### src/rtl/jk_drive_ctrl.sv
// jk_drive_ctrl: turns a stream of target Q bits into J/K commands for an
// external JK flip-flop and checks that flip-flop's Q against an internal
// model of what it should hold, counting any disagreement.
//
// Handshake: d_in is transferred on a rising edge where d_valid && d_ready.
// d_ready depends only on internal state, never on d_valid, and a producer
// holds d_in/d_valid until the transfer happens.
module jk_drive_ctrl #(
    parameter int DEPTH      = 4,
    parameter bit USE_TOGGLE = 1'b0,
    parameter int CNT_W      = 8
) (
    input  logic                   clk,
    input  logic                   reset,
    input  logic                   d_in,
    input  logic                   d_valid,
    output logic                   d_ready,
    input  logic                   issue_en,
    input  logic                   q_fb,
    output logic                   J,
    output logic                   K,
    output logic [$clog2(DEPTH):0] level,
    output logic                   busy,
    output logic                   mismatch,
    output logic [CNT_W-1:0]       err_cnt,
    output logic [1:0]             dbg_state
);

    localparam int AW = $clog2(DEPTH);
    localparam int LW = AW + 1;

    typedef enum logic [1:0] {
        S_INIT   = 2'd0,
        S_SETTLE = 2'd1,
        S_RUN    = 2'd2
    } state_t;

    state_t         state, state_nxt;
    logic           mem [DEPTH];
    logic [AW-1:0]  rd_ptr, wr_ptr;
    logic           push, pop, head;
    logic           q_model, q_nxt;
    logic           j_nxt, k_nxt;
    logic           chk_v_nxt, chk_e_nxt;
    logic           chk1_v, chk1_e, chk2_v, chk2_e;
    logic           bad;

    assign head      = mem[rd_ptr];
    assign d_ready   = (state != S_INIT) && (level < LW'(DEPTH));
    assign push      = d_valid && d_ready;
    assign pop       = (state == S_RUN) && issue_en && (level != '0);
    assign busy      = (state != S_RUN) || (level != '0) || chk1_v || chk2_v;
    assign bad       = chk2_v && (q_fb != chk2_e);
    assign dbg_state = state;

    // Sequencer: clear the external flop, let it settle, then issue from the FIFO.
    always_comb begin
        state_nxt = state;
        j_nxt     = 1'b0;
        k_nxt     = 1'b0;
        chk_v_nxt = 1'b0;
        chk_e_nxt = 1'b0;
        q_nxt     = q_model;
        case (state)
            S_INIT: begin
                k_nxt     = 1'b1;
                chk_v_nxt = 1'b1;
                chk_e_nxt = 1'b0;
                q_nxt     = 1'b0;
                state_nxt = S_SETTLE;
            end
            S_SETTLE: begin
                state_nxt = S_RUN;
            end
            S_RUN: begin
                if (pop) begin
                    chk_v_nxt = 1'b1;
                    chk_e_nxt = head;
                    q_nxt     = head;
                    // Only a change of Q needs a command; toggle mode uses J=K=1.
                    if (head != q_model) begin
                        j_nxt = head ? 1'b1 : USE_TOGGLE;
                        k_nxt = head ? USE_TOGGLE : 1'b1;
                    end
                end
            end
            default: state_nxt = S_INIT;
        endcase
    end

    // State register.
    always_ff @(posedge clk) begin
        if (!reset) state <= S_INIT;
        else        state <= state_nxt;
    end

    // FIFO pointers and occupancy; simultaneous push and pop leave level alone.
    always_ff @(posedge clk) begin
        if (!reset) begin
            rd_ptr <= '0;
            wr_ptr <= '0;
            level  <= '0;
        end else begin
            if (push) wr_ptr <= wr_ptr + AW'(1);
            if (pop)  rd_ptr <= rd_ptr + AW'(1);
            case ({push, pop})
                2'b10:   level <= level + LW'(1);
                2'b01:   level <= level - LW'(1);
                default: level <= level;
            endcase
        end
    end

    // FIFO storage; stale entries are unreachable once the pointers reset.
    always_ff @(posedge clk) begin
        if (push) mem[wr_ptr] <= d_in;
    end

    // Command outputs, Q model, two-stage check pipeline and error counter.
    always_ff @(posedge clk) begin
        if (!reset) begin
            J        <= 1'b0;
            K        <= 1'b0;
            q_model  <= 1'b0;
            chk1_v   <= 1'b0;
            chk1_e   <= 1'b0;
            chk2_v   <= 1'b0;
            chk2_e   <= 1'b0;
            mismatch <= 1'b0;
            err_cnt  <= '0;
        end else begin
            J        <= j_nxt;
            K        <= k_nxt;
            q_model  <= q_nxt;
            chk1_v   <= chk_v_nxt;
            chk1_e   <= chk_e_nxt;
            chk2_v   <= chk1_v;
            chk2_e   <= chk1_e;
            mismatch <= bad;
            if (bad && (err_cnt != '1)) err_cnt <= err_cnt + CNT_W'(1);
        end
    end

endmodule

### config.mk
export PLATFORM = sky130hd
export DESIGN_NAME = jk_drive_ctrl
export DESIGN_NICKNAME = d
export VERILOG_FILES = /design/src/rtl/jk_drive_ctrl.sv
export SDC_FILE = /design/constraint.sdc
export NUM_CORES = 1
export LEC_CHECK = 0
export BUFFER_PORTS_ARGS = -buffer_cell sky130_fd_sc_hd__buf_2
export CAP_MARGIN = 20
export CORE_UTILIZATION = 40
export DETAILED_ROUTE_END_ITERATION = 10
export GPL_TIMING_DRIVEN = 0
export PLACE_DENSITY_LB_ADDON = 0.25
export SLEW_MARGIN = 25
export SYNTH_ARGS = -nofsm -noshare
export SYNTH_HDL_FRONTEND = slang
export SYNTH_SLANG_ARGS = --single-unit
export TNS_END_PERCENT = 50
### constraint.sdc
create_clock -name clk -period 4.6 [get_ports clk]
set_input_delay 0.46 -clock clk [delete_from_list [all_inputs] [get_ports clk]]
set_output_delay 0.46 -clock clk [all_outputs]
set_load 0.05 [all_outputs]
Yosys cells after proc, flatten, opt, wreduce, memory -nomap -nowiden
Memory sizes are Yosys's and may differ from the RTL's. A register that Yosys moved wholly into a read port is not among the register bits.
Cells that the tools add are included.
- flip-flop bits (word level): 25
- bits in writable memories: 4
- input port bits: 6
- output and inout port bits: 18
- logic and storage cells: 61
- memories: 1
- memories (memory ; depth ; width ; rd ports ; clocked after memory_dff ; wr ports ; line ; text):
    mem ; 4 ; 1 ; 1 ; 1 ; 1 ; 39 ; logic mem [DEPTH];
- add/sub/neg operators: 5
- magnitude comparators: 1
- equal/unequal tests: 9
- muxes and demuxes: 15
- reduce and logical (&&, ||, !) cells: 17
- operator list (cell ; count):
    $add 8x1->8 const B ; 1
    $mux 1 ; 8
    $ne 8x8->1 const B ; 1
    $logic_and 1x1->1 ; 6
    $pmux 1 s2 ; 3
    $pmux 2 s3 ; 1
    $pmux 3 s2 ; 1
    $reduce_bool 2->1 ; 3
    $add 2x1->2 const B ; 2
    $eq 2x1->1 const B ; 2
    $eq 2x2->1 const B ; 2
    $mux 2 ; 2
    $ne 2x2->1 const B ; 2
    $reduce_and 4->1 ; 1
    $add 3x1->3 const B ; 1
    $logic_or 1x1->1 ; 3
    $lt 3x3->1 const B ; 1
    $reduce_and 3->1 ; 1
    $reduce_bool 3->1 ; 1
    $sub 3x1->3 const B ; 1
    $logic_not 2->1 ; 1
    $ne 1x1->1 ; 2
    $reduce_and 2->1 ; 1

Longest topological paths before layout
- depth in word-level cells: 5
- mapped depth: 10
- mapped depth without buffers: 8

Least setup slack after synthesis
No wires, ideal clock.
- kind: reg-to-reg
- from: reg state[1], in the netlist dbg_state[1]
- to: reg level[2]
- library setup time: 71 ps
- data arrival time: 2764 ps
- data required time: 4529 ps
- path slack: 1766 ps
- cell stages (with the launch flop): 11
- path buffers: 2
- period minus slack after synthesis: 2834 ps
- cell sequence: dfxtp_1 -> buf_2 -> o21ba_1 -> clkbuf_1 -> nand2_1 -> ha_1 -> inv_1 -> fa_1 -> xor2_1 -> or3_2 -> a21oi_1
- cells in the longest elaborated chain, start to end: 5
- elaborated cells on any way between the ends: 10
- those cells by class: 3 x eq/ne; 1 x mux; 6 x reduce/logical
- RTL lines (element ; line ; text):
    start, declared ; 38 ; state_t state, state_nxt;
    start signal, assigned ; 94 ; else state <= state_nxt;
    $reduce_bool 2->1 (*) ; 49 ; assign d_ready = (state != S_INIT) && (level < LW'(DEPTH));
    $logic_and 1x1->1 (*) ; 49 ;
    named net d_ready ; 17 ; output logic d_ready,
    $logic_and 1x1->1 (*) ; 50 ; assign push = d_valid && d_ready;
    $eq 2x1->1 / $eq 2x2->1 (equally long branches) ; 106 ; case ({push, pop})
    $pmux 3 s2 / $reduce_bool 2->1 (equally long branches) ; n/a ;
    end signal, assigned ; 107 ; 2'b10: level <= level + LW'(1);
    end signal, assigned ; 108 ; 2'b01: level <= level - LW'(1);
    end signal, assigned ; 109 ; default: level <= level;
    end, declared ; 22 ; output logic [$clog2(DEPTH):0] level,
Mark *: on every way through the listed nets, which the timed path passes. The rest lies on a longest branch.
A chain may end at the register's enable or synchronous reset.

Final worst setup path
- from: reg state[1], in the netlist dbg_state[1]
- to: reg level[2]
- cells in the longest elaborated chain, start to end: 5
- elaborated cells on any way between the ends: 10
- those cells by class: 3 x eq/ne; 1 x mux; 6 x reduce/logical
- RTL lines (element ; line ; text):
    $eq 2x2->1 (*) ; 51 ; assign pop = (state == S_RUN) && issue_en && (level != '0);
    $logic_and 1x1->1 (*) (2 in a row) ; 51 ;
    named net pop ; 41 ; logic push, pop, head;
    $eq 2x1->1 / $eq 2x2->1 (equally long branches) ; 106 ;
    $pmux 3 s2 / $reduce_bool 2->1 (equally long branches) ; n/a ;
Marked as above.

==> metrics.log <==
[metrics] sw power: 199 uW
[metrics] horizontal die dimension: 61.7 um
[metrics] total setup violations reported at the end of the flow: 0
[metrics] number of global-route vias before repair: 1078
[metrics] total DRC errors in the routed layout: 0
[metrics] Sum Neg Setup Slack: 0 ps
[metrics] layout overhead on the synthesized area: 15.2%
[metrics] Logic pwr share: 23.6%
[metrics] maximum net fanout on the critical path: 7
[metrics] global-route wire length before repair: 4640 um
[metrics] max-slew headroom at the worst pin: 68.0%
[metrics] CTS Buf Count: 5
[metrics] final std cells w/o fill: 219
[metrics] xor and xnor fraction of the mapped netlist area: 3.59%
[metrics] 1st-pass router iterations: 4
[metrics] core utilization of the finished layout: 48.5%
[metrics] crit-path max cell delay: 410 ps
[metrics] Post-Synthesis Cells: 143
[metrics] number of antenna violations at the first check in global routing: 0
[metrics] GR Util All Layers: 17.6%
[metrics] Resized cells post-CTS: 0
[metrics] setup repair bufs after CTS: 0
[metrics] power density relative to cell area: 360 nW/um^2
[metrics] final clock skew: 9.63 ps
[metrics] core footprint: 3390 sq um
[metrics] crit start category: flop
[metrics] post-synthesis share of cell area spent on full adders, half adders and majority gates: 7.54%
[metrics] type of the worst setup path: reg2reg
[metrics] Worst Path Required: 4840 ps
[metrics] hold crit path type: in2reg
[metrics] Final Hold Viols: 0
[metrics] detail-routed via count per cell: 5.23
[metrics] Yosys Warn Count: 0
[metrics] Leak: 0.000716 uW
[metrics] internal portion of total power: 393 uW
[metrics] Max Clk Rate: 0.398 GHz
[metrics] DRT antenna net count: 0
[metrics] slowest CP cell: sky130_fd_sc_hd__or3_2
[metrics] number of max-slew violations in the final report: 0
[metrics] clock input transition at the sequential cells of the worst setup and hold paths: 100 ps
[metrics] Post-synth ARST share: 0%
[metrics] R2R setup slack: 2090 ps
[metrics] Max Buffers Root-to-Sink: 2
[metrics] share of total power in sequential cells: 51.3%
[metrics] clock tree from TritonCTS: yes
[metrics] multiplexer area fraction after synthesis: 4.38%
[metrics] kind of end point of the critical path: flop
[metrics] PortBufs: 22
[metrics] total number of vias: 1146
[metrics] floorplan die area: 3810 sq um
[metrics] number of synthesized flops with an enable pin: 4
[metrics] total half-perimeter wirelength after legalization and detailed placement: 2030 um
[metrics] switch share: 33.6%
[metrics] post-synthesis share of cell area spent on and, or, nand and nor gates: 20.1%
[metrics] initial cell density of the core: 42.1%
[metrics] overall die height: 61.7 um
[metrics] hold slack: 347 ps
[metrics] insertion delay of the later-clocked pin in the worst-skew pair: 320 ps
[metrics] number of flip-flops and latches in the synthesized netlist: 31
[metrics] main flop type after synthesis: sky130_fd_sc_hd__dfxtp_1
[metrics] crit path time final: 2510 ps
[metrics] placed insts: 211
[metrics] main combinational cell family by area after synthesis: simple AND/OR/NAND/NOR gates
[metrics] largest net degree at the start of global routing: 11
[metrics] RSZ-0062 raised after global routing: no
[metrics] total congestion overflow after global routing: 0
[metrics] final RePlAce weighted congestion: 0.871
[metrics] DRC violation total after the first TritonRoute iteration: 70
[metrics] final period utilization: 54.6%
[metrics] status: finished clean
[metrics] ratio of cells with drive above 1 in the final layout: 20.2%
[metrics] aggregate routed wire length: 2750 um
[metrics] CTS sink count: 31
[metrics] worst-margin pin slew: 481 ps
[metrics] H-tree level count: 2
[metrics] per-cell routed wire length: 12.5 um
[metrics] Post-Synthesis Cell Area: 1430 sq um
[metrics] part of the total power dissipated in the clock network: 25.0%
[metrics] final net count: 186
[metrics] Avg Synthesized Cell Area: 9.98 sq um
[metrics] Root Buffer Master: sky130_fd_sc_hd__clkbuf_4
[metrics] row cnt: 21
[metrics] arrival time of data at the critical path endpoint: 2760 ps
[metrics] antenna cells: 0
[metrics] part of the Yosys area used for sequential elements: 46.3%
[metrics] CTS Hold Bufs: 0
[metrics] Distinct cells, synth: 43
[metrics] complex-gate fraction of the synthesized area: 13.8%
[metrics] cell-by-cell listing of the critical path: buf_2, nor2b_1, and3_2, ha_1, inv_1, fa_1, xor2_1, or3_2, a21oi_1
[metrics] I/O pin count: 24
[metrics] number of filler instances in the final layout: 338
[metrics] number of max-cap violations: 0
[metrics] post-synthesis net count: 157
[metrics] peak ir drop on the vdd network: 0.000221 V
==> cells in the final DEF (no fill, tap or decap), drive strengths merged, types with 2 or more instances in the layout <==
cell type,count
nand4,5
nand3,5
a311oi,2
nor3,3
a21o,2
or3,2
inv,10
and3,7
a211oi,2
xnor2,2
ha,7
mux2i,4
a41oi,2
a21oi,9
dfxtp,27
nand2,11
buf,25
clkbuf,11
edfxtp,4
xor2,3
nand2b,4
and2,5
nor2,5
==> layout make-up <==
| class | instances | area (sq um) | area share (%) |
|---|---|---|---|
| clock buffer | 8 | 48.8 | 2.97 |
| tap | 46 | 57.6 | 3.50 |
| timing repair buffer | 22 | 110 | 6.70 |
| buffer | 6 | 25.0 | 1.52 |
| inverter | 10 | 37.5 | 2.28 |
| sequential | 31 | 661 | 40.2 |
| multi-input combinational | 96 | 704 | 42.8 |
==> power groups by stage <==
stage	sequential (uW)	combinational, uW	clock, uW
CTS	304	141	154
detailed placement	310	141	0
finish	304	140	148
floorplan	339	78.0	0
global placement	309	138	0
global route	306	155	166
==> routing by layer <==
metal | wire length (um) | vias up | track usage (%)
met5 | 0 | - | 0
li1 | - | 571 | -
met4 | 21 | 0 | 6.98
met2 | 1360 | 28 | 30.3
met3 | 105 | 2 | 7.45
met1 | 1250 | 545 | 19.2
==> state kept, by name, summed over array words and instances, names as in the netlist, named ones only <==
| name | flops |
|---|---|
| K | 1 |
| chk2_e | 1 |
| rd_ptr | 2 |
| err_cnt | 8 |
| chk1_e | 1 |
| mismatch | 1 |
| wr_ptr | 2 |
| level | 3 |
| chk1_v | 1 |
| q_model | 1 |
| J | 1 |
| chk2_v | 1 |
| dbg_state | 2 |
| mem | 4 |
==> through the flow <==
step	setup slack (ps)	power, uW	instance area (sq um)
after global routing	1950	628	1640
after floorplan	1770	417	1430
after CTS	2070	599	1640
final	2090	592	1640
after detailed placement	2120	451	1600
after global placement	2200	447	1600
==> critical path, delay by kind of cell, from the launching register on <==
family          cells  cell delay [ps]
simple gates        3              990
fa+ha+maj           2              550
flops               1              330
buf+inv             2              250
xor+xnor            1              170
compound gates      1              160
==> final timing paths <==
kind / start / endpoint / cells past startpoint
max: dbg_state[1]$_SDFFE_PN0P_ / level[2]$_SDFFE_PN0P_ / 9
max reg2reg: dbg_state[1]$_SDFFE_PN0P_ / level[2]$_SDFFE_PN0P_ / 9
min: d_in / mem[1]$_DFFE_PP_ / 1
min reg2reg: chk1_e$_SDFF_PN0_ / chk2_e$_SDFF_PN0_ / 1
==> cells in the mapped netlist (2+ instances only) <==
cell / n / area share, %
sky130_fd_sc_hd__a211oi_1: 2 / 1.1
sky130_fd_sc_hd__a21o_1: 2 / 1.1
sky130_fd_sc_hd__a21oi_1: 9 / 3.2
sky130_fd_sc_hd__a311oi_1: 2 / 1.2
sky130_fd_sc_hd__a41oi_1: 2 / 1.2
sky130_fd_sc_hd__and2_1: 5 / 2.2
sky130_fd_sc_hd__and3_1: 6 / 2.6
sky130_fd_sc_hd__buf_2: 2 / 0.70
sky130_fd_sc_hd__clkbuf_1: 3 / 0.79
sky130_fd_sc_hd__dfxtp_1: 27 / 38
sky130_fd_sc_hd__edfxtp_1: 4 / 8.4
sky130_fd_sc_hd__ha_1: 7 / 6.1
sky130_fd_sc_hd__inv_1: 10 / 2.6
sky130_fd_sc_hd__mux2i_1: 4 / 2.8
sky130_fd_sc_hd__nand2_1: 11 / 2.9
sky130_fd_sc_hd__nand2b_1: 4 / 1.8
sky130_fd_sc_hd__nand3_1: 5 / 1.8
sky130_fd_sc_hd__nand4_1: 5 / 2.2
sky130_fd_sc_hd__nor2_1: 5 / 1.3
sky130_fd_sc_hd__nor3_1: 3 / 1.1
sky130_fd_sc_hd__xnor2_1: 2 / 1.2
sky130_fd_sc_hd__xor2_1: 2 / 1.2
==> cells by family after synthesis <==
logic type      count (synthesis)
fa+ha+maj                       8
buf+inv                        16
mux                             5
simple gates                   51
flops                          31
compound gates                 27
xor+xnor                        5
Note: power is estimated with default switching activity, not from simulation.
